<file path="src/rtl/cci_read_scheduler.sv">
// cci_read_scheduler: round-robin arbiter sharing the CCI TX0 read channel
// among NUM_REQ requesters, with per-requester outstanding-read credits,
// index tagging of mdata and RX0 response routing back to the owner.
//
// Ports:
//   clk, reset       clock, asynchronous active-high reset
//   afu_en           low blocks new grants and parks the priority pointer at 0
//   req_valid/addr   per-requester read requests (slice i of req_addr is requester i)
//   req_grant        combinational one-hot grant, request consumed this cycle
//   tx_almostfull    TX0 back-pressure, no grant while high
//   tx_rdvalid/addr/mdata  registered TX0 read request, mdata = {0, index}
//   rx_rdvalid/mdata RX0 read response and its tag
//   rsp_valid        registered one-hot response strobe to the owning requester
//   idle             all outstanding counters zero (combinational)
//   err_tag          sticky bad-tag / response-underflow flag
module cci_read_scheduler #(
   parameter int unsigned NUM_REQ = 2,
   parameter int unsigned ADDR_W  = 32,
   parameter int unsigned MDATA_W = 13,
   parameter int unsigned MAX_OUT = 16
) (
   input  logic                      clk,
   input  logic                      reset,
   input  logic                      afu_en,
   input  logic [NUM_REQ-1:0]        req_valid,
   input  logic [NUM_REQ*ADDR_W-1:0] req_addr,
   output logic [NUM_REQ-1:0]        req_grant,
   input  logic                      tx_almostfull,
   output logic                      tx_rdvalid,
   output logic [ADDR_W-1:0]         tx_addr,
   output logic [MDATA_W-1:0]        tx_mdata,
   input  logic                      rx_rdvalid,
   input  logic [MDATA_W-1:0]        rx_mdata,
   output logic [NUM_REQ-1:0]        rsp_valid,
   output logic                      idle,
   output logic                      err_tag
);

   localparam int unsigned IDX_W = $clog2(NUM_REQ);
   localparam int unsigned CNT_W = $clog2(MAX_OUT + 1);

   logic [IDX_W-1:0]  ptr;
   logic [IDX_W-1:0]  cand;
   logic [IDX_W-1:0]  gnt_idx;
   logic              gnt_any;
   logic [IDX_W-1:0]  rx_idx;
   logic              rx_bad;
   logic [NUM_REQ-1:0] elig;
   logic [NUM_REQ-1:0] dec;
   logic [ADDR_W-1:0] gnt_addr;
   logic              underflow;
   logic [CNT_W-1:0]  cnt     [NUM_REQ];
   logic [CNT_W-1:0]  cnt_nxt [NUM_REQ];

   // Only the low index bits of the tag carry routing information.
   assign rx_idx = rx_mdata[IDX_W-1:0];
   assign rx_bad = 32'(rx_idx) >= NUM_REQ;

   // Per-requester eligibility: pending, under credit limit, channel open.
   always_comb begin
      elig = '0;
      for (int i = 0; i < NUM_REQ; i++)
         elig[i] = req_valid[i] && (32'(cnt[i]) < MAX_OUT) && afu_en && !tx_almostfull;
   end

   // Round-robin search starting at ptr, wrapping modulo NUM_REQ.
   always_comb begin
      gnt_any   = 1'b0;
      gnt_idx   = '0;
      cand      = '0;
      req_grant = '0;
      for (int off = 0; off < NUM_REQ; off++) begin
         cand = IDX_W'((32'(ptr) + 32'(off)) % NUM_REQ);
         if (!gnt_any && elig[cand]) begin
            gnt_any = 1'b1;
            gnt_idx = cand;
         end
      end
      if (gnt_any)
         req_grant[gnt_idx] = 1'b1;
   end

   // Address mux for the granted requester.
   always_comb begin
      gnt_addr = '0;
      for (int i = 0; i < NUM_REQ; i++)
         if (req_grant[i])
            gnt_addr = req_addr[i*ADDR_W +: ADDR_W];
   end

   // Response decode; a bad tag matches no requester.
   always_comb begin
      dec = '0;
      for (int i = 0; i < NUM_REQ; i++)
         dec[i] = rx_rdvalid && !rx_bad && (rx_idx == IDX_W'(i));
   end

   // Credit counters: grant and response in the same cycle cancel out.
   always_comb begin
      underflow = 1'b0;
      for (int i = 0; i < NUM_REQ; i++) begin
         cnt_nxt[i] = cnt[i];
         if (req_grant[i] && !dec[i])
            cnt_nxt[i] = cnt[i] + CNT_W'(1);
         else if (dec[i] && !req_grant[i]) begin
            if (cnt[i] == '0)
               underflow = 1'b1;
            else
               cnt_nxt[i] = cnt[i] - CNT_W'(1);
         end
      end
   end

   always_comb begin
      idle = 1'b1;
      for (int i = 0; i < NUM_REQ; i++)
         if (cnt[i] != '0)
            idle = 1'b0;
   end

   always_ff @(posedge clk or posedge reset) begin
      if (reset) begin
         ptr        <= '0;
         tx_rdvalid <= 1'b0;
         tx_addr    <= '0;
         tx_mdata   <= '0;
         rsp_valid  <= '0;
         err_tag    <= 1'b0;
         for (int i = 0; i < NUM_REQ; i++)
            cnt[i] <= '0;
      end else begin
         tx_rdvalid <= gnt_any;
         if (gnt_any) begin
            tx_addr  <= gnt_addr;
            tx_mdata <= MDATA_W'(gnt_idx);
         end
         if (!afu_en)
            ptr <= '0;
         else if (gnt_any)
            ptr <= IDX_W'((32'(gnt_idx) + 32'd1) % NUM_REQ);
         rsp_valid <= dec;
         if ((rx_rdvalid && rx_bad) || underflow)
            err_tag <= 1'b1;
         for (int i = 0; i < NUM_REQ; i++)
            cnt[i] <= cnt_nxt[i];
      end
   end

endmodule

</file>
<file path="config.mk">
export PLATFORM = sky130hd
export DESIGN_NAME = cci_read_scheduler
export DESIGN_NICKNAME = d
export VERILOG_FILES = /design/src/rtl/cci_read_scheduler.sv
export SDC_FILE = /design/constraint.sdc
export NUM_CORES = 1
export LEC_CHECK = 0
export ABC_AREA = 0
export ABC_CLOCK_PERIOD_IN_PS = 6100
export BUFFER_PORTS_ARGS = -buffer_cell sky130_fd_sc_hd__buf_2
export CAP_MARGIN = 10
export CORE_MARGIN = 5
export CORE_UTILIZATION = 30
export DETAILED_ROUTE_END_ITERATION = 8
export MAX_ROUTING_LAYER = met4
export SLEW_MARGIN = 20
export SYNTH_ARGS = -nofsm -noshare
export SYNTH_HDL_FRONTEND = slang
export SYNTH_SLANG_ARGS = --single-unit
export TNS_END_PERCENT = 50
</file>
<file path="constraint.sdc">
create_clock -name clk -period 6.1 [get_ports clk]
set_input_delay 0.915 -clock clk [delete_from_list [all_inputs] [get_ports clk]]
set_output_delay 0.915 -clock clk [all_outputs]
set_load 0.05 [all_outputs]
</file>
==> results of run 1 <==
==> power groups by stage <==
stage                     registers (W)  clock network [W]  logic, W
after global placement         0.000565                  0  0.000931
final                          0.000560           0.000267  0.000930
after detailed placement       0.000569                  0  0.000942
after floorplan                0.000952                  0  0.000347
after global routing           0.000584           0.000292   0.00101
after CTS                      0.000563           0.000282  0.000943
==> sequential cells by signal (all words and copies together) (netlist names) <==
| name | count |
|---|---|
| cnt | 10 |
| rsp_valid | 2 |
| tx_mdata | 1 |
| tx_rdvalid | 1 |
| tx_addr | 32 |
| ptr | 1 |
| err_tag | 1 |
==> cell usage in the layout (no fill, tap or decap) <==
cell type / n
clkinv_2: 1
nor4_1: 1
xnor2_1: 4
inv_1: 7
a211oi_1: 2
o22ai_2: 8
a221o_1: 1
nor4bb_4: 1
dfrtp_1: 48
clkbuf_8: 5
a21oi_1: 5
o22ai_1: 24
nand4bb_1: 1
ha_1: 10
nor3_1: 32
and4bb_1: 1
mux2_2: 2
nand2_1: 5
o21ai_4: 1
nand2b_1: 1
buf_4: 3
nand3_1: 2
nor3_4: 2
nor2_1: 39
bufinv_16: 2
o31ai_1: 2
or2_4: 2
buf_2: 111
or4_4: 2
conb_1: 12
a21o_1: 3
mux2_1: 2
o21ai_0: 3
xor2_1: 2
fa_1: 2
a31oi_1: 2
==> metrics by stage <==
stage               hold WS [ns]  total power [W]
global placement           0.473          0.00150
finish                     0.497          0.00176
CTS                        0.502          0.00179
detailed placement         0.475          0.00151
floorplan                  0.478          0.00130
global route               0.515          0.00188
==> final timing paths <==
path / from / endpoint / slack, ns / depth (start not counted)
worst max-delay path: tx_almostfull / cnt[4] / 2.30 / 11
worst min-delay path: tx_mdata[0] / tx_mdata[0] / 0.50 / 2
worst max register to register: cnt[4] / cnt[4] / 2.56 / 10
worst min register to register: tx_mdata[0] / tx_mdata[0] / 0.50 / 2
max in group asynchronous: reset / tx_addr[27] / 4.85 / 2
min in group asynchronous: reset / tx_addr[1] / 0.72 / 2
==> layout make-up <==
type                            count  area [µm²]
Fill cell                         845        4990
Sequential cell                    48        1200
Multi-Input combinational cell    174        1160
Timing Repair Buffer              114         578
Tap cell                          105         131
Clock buffer                        5        68.8
Clock inverter                      2        60.1
Inverter                            8        31.3
==> worst reg2reg max path: cells and delay by family (launching register included) <==
family / cells / cell delay (ns)
AO/OA/AOI/OAI: 4 / 0.88
adder cells (fa/ha/maj): 2 / 0.61
buffers and inverters: 2 / 0.33
flip-flops: 1 / 0.46
multiplexers: 1 / 0.34
AND/OR/NAND/NOR: 1 / 0.80
==> cell families after synthesis <==
family / Yosys count / synth area share [%]
compound gates: 51 / 14.9
flops: 48 / 47.7
fa+ha+maj: 12 / 6.56
xor+xnor: 6 / 2.09
buf+inv: 35 / 8.84
mux: 4 / 1.79
other cells: 1 / 0.149
simple gates: 89 / 18.0
==> routing by layer <==
| metal | GRT usage [%] | wire length (µm) | vias up |
|---|---|---|---|
| met1 | 14.1 | 2610 | 980 |
| li1 | - | - | 1061 |
| met3 | 2.75 | 536 | 7 |
| met2 | 20.8 | 2960 | 72 |
| met4 | 3.07 | 51 | 0 |
| met5 | - | 0 | - |
==> flow_summary.yaml, run 1 <==
run_status:
  status: "complete, no violations"
placement:
  dp_cells: 449
  portBuffers: 111
  dp_slack_ns: 1.91
  placed_area_um2: 3100
  hpwl_um: 4620
  gp_congestion: 0.851
finish:
  post-route-util_pct: 39.3
  antennaDiodeCount: 0
  drive_above_1_share_pct: 39.9
  nNetsFinal: 447
  fin_area_um2: 3230
  fin_cells: 456
  area_growth_pct: 28.2
floorplan:
  io_pins: 136
  dieArea_um2: 10300
  start_util_pct: 30.7
  die_w_um: 102
  core-area_um2: 8220
  chipHeight_um: 102
  rows: 33
detailed_routing:
  route.detailed.drc: 0
  drt_wl_total_um: 6160
  first_pass_iters: 4
  vias_per_cell: 4.65
  routedWlPerCell_um: 13.5
  vias: 2120
  drt-initial-drc-count: 37
  ant_nets: 0
pwr:
  power.density_nw_per_um2: 544
  p_clk_share_pct: 15.2
  p_leak_nw: 1.52
  pwr-share-comb_pct: 53.0
  pwr-share-seq_pct: 31.9
  ir_drop_mv: 0.188
  internal_power_w: 0.000901
  switching_share_pct: 48.7
  switchingPower_w: 0.000856
worst_setup_path:
  crit_buf_inv: 3
  critPathKind: "in -> reg"
  cp_top_family: "compound AO/OA/AOI/OAI gates"
  cp_max_fo: 34
  cp-start-kind: "primary input"
  crit_path_top_delay_cell: "and4bb_1"
  crit_arrival_ns: 3.99
  worstSetupEndpointType: "flip-flop"
  worstPathRequired_ns: 6.29
  critPathMaxStageDelay_ns: 0.77
  crit_path_cell_trace: "buf_2, and4bb_1, o21ai_4, inv_1, ha_1, inv_1, ha_1, a21oi_1, a211oi_1, a31oi_1, mux2_2"
clock_tree:
  cts_tree: "built"
  ctsResizeCount: 0
  clkSlewWorstSetupHoldPaths_ns: 0.08
  holdBufCountCts: 0
  insertion_delay_ns: 0.30
  cts_setup_buffers: 0
  htreeDepth: 2
  cts-root-buf: "clkbuf_8"
  clk_path_buf_depth: 2
  cts_buffers: 5
  cts.sinks: 48
synthesis:
  yosys_most_used_dff: "dfrtp_1"
  synth_edf_count: 0
  synth_top_cell_by_area: "dfrtp_1"
  synth_common_cells: "dfrtp_1 (48), nor2_1 (39), nor3_1 (32), o22ai_1 (24), buf_4 (13)"
  synth_area_per_cell_um2: 10.2
  synth.distinct_cells: 35
  synth_cells: 246
  ys.warnings.count: 0
  netlist_area_um2: 2520
  ys_seq_area_share_pct: 47.7
  synth_top_cell_area_share_pct: 47.7
  async_flop_share_pct: 100
  synthTopCellsByArea: "dfrtp_1 (48%), nor3_1 (6.4%), o22ai_1 (6.0%)"
  synth-seq-cells: 48
  synth.most_common_cell: "dfrtp_1"
sta:
  rsz0062_at_grt: "no"
  setup_viol: 0
  post-route-min-period_ns: 3.80
  max-slew-margin-rel_pct: 34.6
  clock_skew_ns: 0.00746
  hold_viol: 0
  fin_crit_sh_pct: 62.2
  drv_slew: 0
  fin_ws_ns: 2.30
  timing.fmax_mhz: 263
  tightest_slew_ns: 0.978
  fin_tns_setup_ns: 0
global_route:
  first_global_vias: 2084
  grt_pass1_wl_um: 9690
  grt-ovfl-total: 0
  grt_util_all_layers_pct: 12.0
  antenna_found_initial: 0
  grt_max_degree: 49
job:
  max_cap_viol_count: 0
worst_hold_path:
  worstHoldPathType: "reg -> reg"
(Power assumes the default switching activity.)
==> run 2: changes to the inputs <==
- ABC_CLOCK_PERIOD_IN_PS: 6100 -> 3140
- clock period: 6.1 -> 3.14 ns (I/O delays scaled with it)
==> run 2 against run 1 <==
Worst setup slack got worse by 2.0 ns. Global-route usage grew 0.94 points. Hold slack got worse by 0.19 ns. Combinational power grew 99%. Wire length up 8.6%. Critical path type is now reg -> reg. Highest routed layer unchanged.
==> flow_summary.yaml, run 2 (synthesis results as in run 1) <==
sta:
  drv_slew: 0
  hold_viol: 0
  fin_ws_ns: 0.305
  timing.fmax_mhz: 353
  clock_skew_ns: 0.00628
  fin_crit_sh_pct: 90.3
  setup_viol: 0
  fin_tns_setup_ns: 0
  tightest_slew_ns: 0.843
  rsz0062_at_grt: "no"
  post-route-min-period_ns: 2.83
  max-slew-margin-rel_pct: 43.7
detailed_routing:
  met1_length_um: 2820
  vias_per_cell: 4.75
  vias: 2187
  dr_wl_met2_um: 3300
  route.top_layer_used: "met4"
  wl_met3_um: 516
  first_pass_iters: 4
  drt_wl_total_um: 6690
  routedWlPerCell_um: 14.5
  ant_nets: 0
  route.detailed.drc: 0
  drt-initial-drc-count: 47
pwr:
  internal_power_w: 0.00169
  pwr-share-seq_pct: 32.0
  ir_drop_mv: 0.354
  switchingPower_w: 0.00169
  p_clk_share_pct: 13.2
  pwr-share-comb_pct: 54.8
  switching_share_pct: 50.1
  power.density_nw_per_um2: 1040
  p_leak_nw: 1.52
global_route:
  grt-ovfl-total: 0
  grt_util_all_layers_pct: 13.0
  antenna_found_initial: 0
  grt_max_degree: 49
  first_global_vias: 2259
  grt_pass1_wl_um: 10500
finish:
  fin_cells: 460
  area_growth_pct: 28.4
  fin_area_um2: 3230
  final_common_cell: "buf_2"
  largest_register_ffs: 32
  drive_above_1_share_pct: 40.6
  top_regs: "tx_addr: 32 flops, cnt: 10 flops, rsp_valid: 2 flops"
  final_cell_mix: "buf_2 (111), dfrtp_1 (48), nor2_1 (39)"
  antennaDiodeCount: 0
  nNetsFinal: 450
  regMostFlops: "tx_addr"
placement:
  placed_area_um2: 3130
  dp_cells: 452
  gp_congestion: 0.899
  portBuffers: 111
  hpwl_um: 4880
  dp_slack_ns: 0.182
clock_tree:
  cts_tree: "built"
  cts.sinks: 48
  cts_buffers: 5
  holdBufCountCts: 0
  clkSlewWorstSetupHoldPaths_ns: 0.09
  cts-root-buf: "clkbuf_8"
  cts_setup_buffers: 0
  clk_path_buf_depth: 2
  ctsResizeCount: 0
  htreeDepth: 2
  insertion_delay_ns: 0.30
worst_setup_path:
  crit_arrival_ns: 3.02
  cp_max_fo: 5
  critPathKind: "reg -> reg"
  worstSetupEndpointType: "flip-flop"
  cp-start-kind: "flip-flop"
  worstPathRequired_ns: 3.33
floorplan:
  dieArea_um2: 10300
  core-area_um2: 8220
  chipHeight_um: 102
  rows: 33
  start_util_pct: 30.7
  io_pins: 136
  die_w_um: 102
job:
  max_cap_viol_count: 0
run_status:
  status: "complete, no violations"
worst_hold_path:
  worstHoldPathType: "in -> async"
-- run 2: cell count changes in the layout (fill, tap and decap cells not counted), sizes merged --
cell / change
clkinv: +1
inv: -1
clkinvlp: +1
buf: +3
bufinv: -1
clkbuf: +1
-- run 2: final cells by class --
cell class	instances	area, µm²
well taps	105	131
fillers	839	4980
flip-flops and latches	48	1200
repair buffers	117	601
clock buffers	6	72.6
clock inverters	2	35.0
inverters	8	35.0
multi-input cells	174	1160
-- run 2: power groups by stage --
| stage | Clock, W | Sequential (W) | Combinational, W |
|---|---|---|---|
| after floorplan | 0 | 0.00185 | 0.000674 |
| after global placement | 0 | 0.00108 | 0.00184 |
| after detailed placement | 0 | 0.00110 | 0.00187 |
| after CTS | 0.000466 | 0.00108 | 0.00187 |
| after global routing | 0.000488 | 0.00112 | 0.00199 |
| final | 0.000445 | 0.00108 | 0.00185 |
-- run 2: worst paths after layout --
check / end / cells after the start / from / slack, ns
max: cnt[9] / 10 / cnt[4] / 0.31
min: tx_addr[20] / 2 / reset / 0.31
max reg2reg: cnt[9] / 10 / cnt[4] / 0.31
min reg2reg: err_tag / 1 / err_tag / 0.49
max in group asynchronous: cnt[2] / 2 / reset / 2.33
min in group clk: tx_addr[16] / 3 / req_addr[48] / 0.41
-- run 2: per-stage QoR --
stage	total power [W]	util, %	hold slack, ns
5_1_grt	0.00360	39.4	0.375
4_1_cts	0.00342	39.3	0.400
3_3_place_gp	0.00292	38.0	0.473
2_1_floorplan	0.00252	-	0.478
3_5_place_dp	0.00296	38.0	0.466
6_report	0.00338	39.4	0.311
-- run 2: routing by layer --
metal	GRT usage, %	vias to the layer above
li1	-	1067
met1	15.0	1035
met2	23.3	79
met3	2.41	6
met4	2.76	0
met5	-	-
-- run 2: worst max-delay path, stage by stage, from the launching register on --
cell	delay (ns)
dfrtp_1	0.46
and4bb_1	0.39
a21o_1	0.21
clkinvlp_4	0.13
ha_1	0.24
inv_1	0.17
ha_1	0.30
a21oi_1	0.22
a211oi_1	0.10
a31oi_1	0.17
mux2_2	0.35
==> run 3: changes to the inputs <==
- ABC_CLOCK_PERIOD_IN_PS: 3140 -> 3300
- PLACE_DENSITY_LB_ADDON: not set -> 0.05
- clock period: 3.14 -> 3.3 ns (I/O delays scaled with it)
==> run 3 against run 2 <==
Design area shrank 0.46%. Non-clock buffer count shrank 2. Global-route usage grew 0.76 points. Combinational power shrank 6%. Wire length grew 1.0%. Sequential power shrank 5%. Critical endpoint unchanged. Largest power group unchanged. Highest routed layer unchanged.
==> flow_summary.yaml, run 3 (synthesis results as in run 1) <==
global_route:
  grt-ovfl-total: 0
  antenna_found_initial: 0
  grt_pass1_wl_um: 10800
  grt_util_all_layers_pct: 13.7
  grt_max_degree: 49
  first_global_vias: 2118
sta:
  clock_skew_ns: 0.00402
  hold_viol: 0
  tightest_slew_ns: 0.857
  fin_tns_setup_ns: 0
  drv_slew: 0
  rsz0062_at_grt: "no"
  max-slew-margin-rel_pct: 42.8
  setup_viol: 0
  timing.fmax_mhz: 356
  post-route-min-period_ns: 2.81
  fin_crit_sh_pct: 85.2
pwr:
  switching_share_pct: 50.2
  pwr-share-comb_pct: 54.3
  switchingPower_w: 0.00161
  p_clk_share_pct: 13.4
  pwr-share-seq_pct: 32.3
  p_leak_nw: 1.51
  internal_power_w: 0.00159
  ir_drop_mv: 0.334
  total_power_w: 0.00320
  power.density_nw_per_um2: 994
worst_setup_path:
  worstSetupEndpointType: "flip-flop"
  crit_path_top_delay_cell: "dfrtp_1"
  worstPathRequired_ns: 3.49
  critPathMaxStageDelay_ns: 0.46
  crit_arrival_ns: 3.01
  critPathKind: "reg -> reg"
  crit_path_cell_trace: "and4bb_1, a21o_1, inv_1, ha_1, inv_1, ha_1, a21oi_1, a211oi_1, a31oi_1, mux2_2"
  cp-start-kind: "flip-flop"
  cp_max_fo: 5
detailed_routing:
  routedWlPerCell_um: 14.7
  wl_met3_um: 613
  ant_nets: 0
  dr_wl_met2_um: 3030
  drt-initial-drc-count: 49
  vias: 2111
  first_pass_iters: 4
  route.detailed.drc: 0
  drt_wl_total_um: 6750
  met1_length_um: 3040
  route.top_layer_used: "met4"
  vias_per_cell: 4.61
finish:
  fin_cells: 458
  antennaDiodeCount: 0
  largest_register_ffs: 32
  final_common_cell: "buf_2"
  num-fill-cells: 866
  final_cell_mix: "buf_2 (111), dfrtp_1 (48), nor2_1 (39)"
  area_growth_pct: 27.8
  nNetsFinal: 448
  drive_above_1_share_pct: 40.2
  top_regs: "tx_addr: 32 flops, cnt: 10 flops, rsp_valid: 2 flops"
  regMostFlops: "tx_addr"
job:
  max_cap_viol_count: 0
clock_tree:
  holdBufCountCts: 0
  cts-root-buf: "clkbuf_8"
  clk_path_buf_depth: 2
  insertion_delay_ns: 0.30
  cts_setup_buffers: 0
  htreeDepth: 2
  cts_tree: "built"
  clkSlewWorstSetupHoldPaths_ns: 0.09
  cts_buffers: 5
  cts.sinks: 48
  ctsResizeCount: 0
placement:
  portBuffers: 111
  gp_congestion: 0.763
  dp_cells: 450
  hpwl_um: 4930
floorplan:
  die_w_um: 102
  core-area_um2: 8220
  chipHeight_um: 102
  io_pins: 136
  dieArea_um2: 10300
  start_util_pct: 30.7
  rows: 33
worst_hold_path:
  worstHoldPathType: "in -> async"
run_status:
  status: "complete, no violations"
run 3: changes by cell type in the layout (fill, tap and decap cells not counted):
cell,change
buf_4,-2
clkbuf_1,-1
inv_1,+1
run 3: power by group through the flow:
stage,combinational (W),clock [W],sequential (W)
2_1_floorplan,0.000641,0,0.00176
3_3_place_gp,0.00175,0,0.00104
3_5_place_dp,0.00176,0,0.00105
4_1_cts,0.00176,0.000453,0.00104
5_1_grt,0.00188,0.000474,0.00108
6_report,0.00174,0.000428,0.00103
run 3: layout make-up:
type,instances,area [µm²],share of cell area (%)
clock buffers,5,68.8,2.14
flip-flops and latches,48,1200,37.3
multi-input cells,174,1160,36.0
inverters,8,31.3,0.972
repair buffers,115,586,18.2
well taps,105,131,4.08
clock inverters,3,42.5,1.32
run 3: path summary, 6_finish.rpt:
path,depth (start not counted),slack [ns],to,from
worst max register to register,10,0.49,cnt[9],cnt[4]
worst max-delay path,10,0.49,cnt[9],cnt[4]
max in group asynchronous,2,2.46,tx_addr[16],reset
worst min-delay path,2,0.32,tx_addr[4],reset
worst min register to register,1,0.49,err_tag,err_tag
min in group clk,3,0.43,tx_addr[26],req_addr[58]
run 3: per-layer routing:
| metal | track usage, % | vias up |
|---|---|---|
| li1 | - | 1061 |
| met1 | 17.5 | 969 |
| met2 | 21.7 | 75 |
| met3 | 3.51 | 6 |
| met4 | 3.68 | 0 |
| met5 | - | - |
run 3: critical path: cells and delay by family (launching register included):
family                     cells  cell delay [ns]
DFF                            1             0.46
buffers and inverters          2             0.26
adders and majority gates      2             0.53
and+or+nand+nor                1             0.45
muxes                          1             0.35
AOI/OAI and AO/OA              4             0.67
run 3: per-stage QoR:
stage | util, % | worst slack [ns] | hold slack [ns] | instance area, µm²
final | 39.2 | 0.487 | 0.316 | 3220
after global routing | 39.2 | 0.275 | 0.395 | 3220
after CTS | 39.2 | 0.477 | 0.419 | 3220
after detailed placement | 37.8 | 0.331 | 0.462 | 3110
after global placement | 37.8 | 0.332 | 0.471 | 3110
after floorplan | - | 0.0669 | 0.478 | 2560
